## src/rtl/e_mdu.sv

```systemverilog
// e_mdu: execute-stage multi-cycle multiply/divide unit with HI/LO registers.
// Optional divider: define MDU_DIV_EN to build div/divu; otherwise they act as no-ops.
module e_mdu #(
  parameter int MULT_CYCLES = 5,
  parameter int DIV_CYCLES  = 10
) (
  input  logic        clk,
  input  logic        reset,
  input  logic [31:0] E_RD1,
  input  logic [31:0] E_RD2,
  input  logic [3:0]  E_MDU_Op,
  output logic        E_MDU_Busy,
  output logic [31:0] E_MDU_Out,
  output logic [31:0] E_HI,
  output logic [31:0] E_LO
);

  localparam logic [3:0] OP_MULT  = 4'd1;
  localparam logic [3:0] OP_MULTU = 4'd2;
  localparam logic [3:0] OP_DIV   = 4'd3;
  localparam logic [3:0] OP_DIVU  = 4'd4;
  localparam logic [3:0] OP_MFHI  = 4'd5;
  localparam logic [3:0] OP_MFLO  = 4'd6;
  localparam logic [3:0] OP_MTHI  = 4'd7;
  localparam logic [3:0] OP_MTLO  = 4'd8;

  localparam logic [4:0] MUL_N = 5'(MULT_CYCLES);
  localparam logic [4:0] DIV_N = 5'(DIV_CYCLES);

  logic [31:0] hi;
  logic [31:0] lo;
  logic [31:0] a_q;
  logic [31:0] b_q;
  logic [3:0]  op_q;
  logic [4:0]  cnt;
  logic        busy_r;

  logic        in_mul;
  logic        in_div;
  logic        in_start;
  logic        start;
  logic [4:0]  start_cnt;

  assign busy_r = (cnt != 5'd0);

  assign in_mul = (E_MDU_Op == OP_MULT) ||
                  (E_MDU_Op == OP_MULTU);
`ifdef MDU_DIV_EN
  assign in_div = (E_MDU_Op == OP_DIV) ||
                  (E_MDU_Op == OP_DIVU);
`else
  assign in_div = 1'b0;
`endif
  assign in_start  = in_mul | in_div;
  assign start     = in_start & ~busy_r;
  assign start_cnt = in_div ? DIV_N : MUL_N;

  assign E_MDU_Busy = busy_r | in_start;
  assign E_HI = hi;
  assign E_LO = lo;

  always_comb begin
    E_MDU_Out = 32'd0;
    if (E_MDU_Op == OP_MFHI)
      E_MDU_Out = hi;
    else if (E_MDU_Op == OP_MFLO)
      E_MDU_Out = lo;
  end

  // Sign-extend only for mult; multu zero-extends.
  logic        mul_sgn;
  logic [63:0] mul_a;
  logic [63:0] mul_b;
  logic [63:0] prod;

  assign mul_sgn = (op_q == OP_MULT);
  assign mul_a   = {{32{mul_sgn & a_q[31]}}, a_q};
  assign mul_b   = {{32{mul_sgn & b_q[31]}}, b_q};
  assign prod    = mul_a * mul_b;

  logic is_mul_q;
  logic is_div_q;
  logic [31:0] quo;
  logic [31:0] rem;

  assign is_mul_q = (op_q == OP_MULT) ||
                    (op_q == OP_MULTU);

`ifdef MDU_DIV_EN
  // Signed divide on magnitudes; 0x80000000/-1 wraps back to 0x80000000.
  logic        div_sgn;
  logic        a_neg;
  logic        b_neg;
  logic [31:0] a_abs;
  logic [31:0] b_abs;
  logic [31:0] uq;
  logic [31:0] ur;

  assign is_div_q = ((op_q == OP_DIV) ||
                     (op_q == OP_DIVU)) &&
                    (b_q != 32'd0);
  assign div_sgn = (op_q == OP_DIV);
  assign a_neg   = div_sgn & a_q[31];
  assign b_neg   = div_sgn & b_q[31];
  assign a_abs   = a_neg ? (32'd0 - a_q) : a_q;
  assign b_abs   = b_neg ? (32'd0 - b_q) : b_q;

  always_comb begin
    uq = 32'd0;
    ur = 32'd0;
    if (b_abs != 32'd0) begin
      uq = a_abs / b_abs;
      ur = a_abs % b_abs;
    end
  end

  assign quo = (a_neg ^ b_neg) ? (32'd0 - uq) : uq;
  assign rem = a_neg ? (32'd0 - ur) : ur;
`else
  assign is_div_q = 1'b0;
  assign quo      = 32'd0;
  assign rem      = 32'd0;
`endif

  always_ff @(posedge clk or negedge reset) begin
    if (!reset) begin
      hi   <= 32'd0;
      lo   <= 32'd0;
      a_q  <= 32'd0;
      b_q  <= 32'd0;
      op_q <= 4'd0;
      cnt  <= 5'd0;
    end else if (start) begin
      a_q  <= E_RD1;
      b_q  <= E_RD2;
      op_q <= E_MDU_Op;
      cnt  <= start_cnt;
    end else if (cnt > 5'd1) begin
      cnt <= cnt - 5'd1;
    end else if (cnt == 5'd1) begin
      cnt <= 5'd0;
      unique case (1'b1)
        is_mul_q: begin
          hi <= prod[63:32];
          lo <= prod[31:0];
        end
        is_div_q: begin
          hi <= rem;
          lo <= quo;
        end
        default: ;
      endcase
    end else if (E_MDU_Op == OP_MTHI) begin
      hi <= E_RD1;
    end else if (E_MDU_Op == OP_MTLO) begin
      lo <= E_RD1;
    end
  end

endmodule

```

## config.mk

```make
export PLATFORM = sky130hd
export DESIGN_NAME = e_mdu
export DESIGN_NICKNAME = d
export VERILOG_FILES = /design/src/rtl/e_mdu.sv
export SDC_FILE = /design/constraint.sdc
export NUM_CORES = 2
export LEC_CHECK = 0
export ABC_AREA = 1
export CORE_MARGIN = 4
export CORE_UTILIZATION = 55
export CTS_BUF_LIST = sky130_fd_sc_hd__clkbuf_16
export CTS_CLUSTER_SIZE = 12
export DETAILED_ROUTE_END_ITERATION = 16
export PLACE_DENSITY = 0.81
export SLEW_MARGIN = 30
export SYNTH_ARGS = -nofsm -noshare
export SYNTH_HDL_FRONTEND = slang
export SYNTH_SLANG_ARGS = --single-unit
```

## constraint.sdc

```tcl
create_clock -name clk -period 11.92 [get_ports clk]
set_clock_uncertainty 0.2 [all_clocks]
set_input_delay 2.384 -clock clk [delete_from_list [all_inputs] [get_ports clk]]
set_output_delay 2.384 -clock clk [all_outputs]
set_load 0.01 [all_outputs]
```

==> flow_summary_export.csv <==
group,metric,value,unit
clock_tree,ctsResizeCount,0,
synthesis,synth_xor_area_frac,0.00114,
routing,routed_wl,140000,um
floorplan,core,0.0836,mm2
clock_tree,cts_tree,"done",
setup_path,reg2reg_slack,2960,ps
clock_tree,clk_latency,460,ps
clock_tree,cts-root-buf,"clkbuf_16",
synthesis,synth_area,0.0463,mm2
setup_path,arrival,9130,ps
setup_path,end_kind,"register",
clock_tree,cts_setup_buffers,0,
setup_path,worst_path_max_delay_cell,"clkinv_1",
synthesis,synth_compound_area_frac,0.0315,
global_routing,grt_pass1_wl,226000,um
routing,post_drt_wl_per_cell,19.9,um
sta,rsz0062_at_grt,"no",
cells_and_area,final_cells,6995,
floorplan,start_util,0.554,
outcome,status,"complete, no violations",
sta,fmax,112,MHz
routing,vias,38600,
setup_path,start_kind,"register",
synthesis,synthCells,5949,
synthesis,yosys_most_used_dff,"dfrtp_1",
synthesis,ys_ff_latch,137,
cells_and_area,regArea,0.00343,mm2
sta,setup_tns,0,ps
sta,slew_headroom,0.307,
worst_hold_path,holdPathStages,2,
sta,tightest_slew,1040,ps
clock_tree,cts_num_sinks,137,
synthesis,avgSynthCellArea,7.78,um2
routing,drc,0,
routing,drt_pass1_iterations,9,
clock_tree,clk_pin_slew,70,ps
synthesis,async_flop_share,1.00,
synthesis,synth_warnings,0,
synthesis,syn_nets,7358,
sta,period_minus_slack,8960,ps
synthesis,synthAdderAreaFrac,0.544,
place,dpl.cell_count,6963,
clock_tree,cts_buffer_depth,2,
worst_hold_path,holdPathEnd,"a_q[6]",
clock_tree,holdBufCountCts,0,
setup_path,cp.required,12090,ps
synthesis,synth_edf_count,0,
cells_and_area,area_growth,6.57,%
place,routabilityCongestion,1.07,
global_routing,globalRouteOverflowTotal,0,
global_routing,grt_usage,0.324,
global_routing,grt_antenna_before_repair,1,
synthesis,synth_cell_types,34,
setup_path,ff2ff_path_depth,30,
setup_path,reg2reg_to,"E_HI[7]",
global_routing,grt_pass1_vias,42000,
setup_path,crit_top_cell,"fa_1",
synthesis,yosys-mux-area-fraction,0,
cells_and_area,drive_above_1_share,0.0237,
worst_hold_path,hold_class,"reg2reg",
floorplan,die_w,298,um
routing,ant_nets,0,
worst_hold_path,hp-start,"a_q[6]",
setup_path,worst-path-max-fanout,31,
floorplan,ios,167,
cells_and_area,nFillCells,7243,
synthesis,yosys.area_share.simple,0.189,
floorplan,die_area,0.0889,mm2
place,io_buffers,166,
sta,hold_viol_final,0,
cells_and_area,layout.nets,7311,
routing,viasPerCell,5.52,
cells_and_area,antennaDiodeCount,0,
setup_path,critPathMaxStageDelay,640,ps
routing,drt_iter0_drc,3746,
place,dp_hpwl,113000,um
sta,holdWs,296,ps
synthesis,seq_area_frac_synth,0.0741,
floorplan,die_h,298,um
run,max_cap_violations,0,
global_routing,grt_start_max_net_pins,83,
sta,fin_crit_sh,0.752,
clock_tree,htree_levels,4,
clock_tree,cts-buffers-inserted,17,
sta,finalSetupViolCount,0,
synthesis,synth_top_family_by_area,"adder cells",
floorplan,rows,106,
setup_path,crit_path_start,"op_q[0]",
sta,finalMaxSlewViolations,0,
cells_and_area,multi_input_area,0.0355,mm2
setup_path,r2r-start,"op_q[0]",
setup_path,critPathKind,"reg2reg",
-- state kept, by name, indices dropped and copies added, names as in the netlist --
name and count:
E_HI 32, cnt 5, b_q 32, op_q 4
E_LO 32, a_q 32
-- worst max path at each step --
stage | end | slack, ps | cells past startpoint
floorplan | E_HI[31] | 4090 | 32
global placement | E_HI[7] | 3250 | 30
detailed placement | E_HI[7] | 3190 | 30
CTS | E_HI[7] | 3110 | 30
global route | E_HI[30] | 2560 | 29
finish | E_HI[7] | 2960 | 30
-- critical path: cells and delay by family, from the launching register on --
kind | cells | cell delay (ps)
adder cells (fa/ha/maj) | 9 | 4160
buffers and inverters | 9 | 1900
AND/OR/NAND/NOR | 11 | 1970
flip-flops | 1 | 370
AO/OA/AOI/OAI | 1 | 250
-- synthesized netlist by cell type, drive strengths merged (16+ instances only) --
cell type  instances  area share
nand2           1736        0.14
inv             1659        0.13
fa              1125        0.49
clkbuf           294       0.024
nor2             245       0.020
ha               214       0.058
a21oi            179       0.019
nand3            173       0.019
dfrtp            137       0.074
o21ai             71      0.0077
nand4             21      0.0028
buf               16      0.0016
-- metal layers --
metal	up-vias	wire, um	GRT usage
li1	16600	-	-
met1	19200	50300	0.406
met2	2230	67300	0.553
met3	551	13800	0.0568
met4	4	8060	0.144
met5	-	27	0
-- cell families after synthesis --
logic type | after synthesis
AOI/OAI and AO/OA | 279
xor gates and xnor gates | 6
adders and majority gates | 1339
buffers and inverters | 1970
and+or+nand+nor | 2218
DFF | 137
-- layout make-up --
type	instances	share of cell area
Sequential cell	137	0.0696
Inverter	1660	0.126
Timing Repair Buffer	244	0.0456
Tap cell	1080	0.0274
Clock buffer	17	0.00862
Clock inverter	15	0.00350
Multi-Input combinational cell	3842	0.719
-- stage by stage --
step	worst slack, ps	area (um2)	util
3_3_place_gp	3250	48700	0.583
2_1_floorplan	4090	46300	-
3_5_place_dp	3190	48700	0.583
5_1_grt	2560	49300	0.590
4_1_cts	3110	49300	0.590
6_report	2960	49300	0.590
-- cells in the final DEF (no fill, tap or decap), types with 2 or more instances in the layout --
master,n
nand2_1,1735
inv_1,1653
fa_1,1124
nor2_1,240
ha_1,214
a21oi_1,179
nand3_1,173
clkdlybuf4s50_1,165
dfrtp_1,135
buf_4,78
o21ai_0,68
nand4_1,21
clkbuf_16,17
or2_2,13
nor3_1,12
nand3b_1,11
o21bai_1,10
a31oi_1,10
inv_2,6
inv_8,6
nor2_4,4
a22oi_1,4
o21ai_1,3
xnor2_1,3
nor3b_1,3
xor2_1,3
inv_6,3
o21a_1,2
a21o_1,2
and2_1,2
clkinv_4,2
clkinvlp_4,2
Power is left out: the tool's default activity adds up to more than one toggle a clock period on the data nets, which glitch-free logic cannot reach.
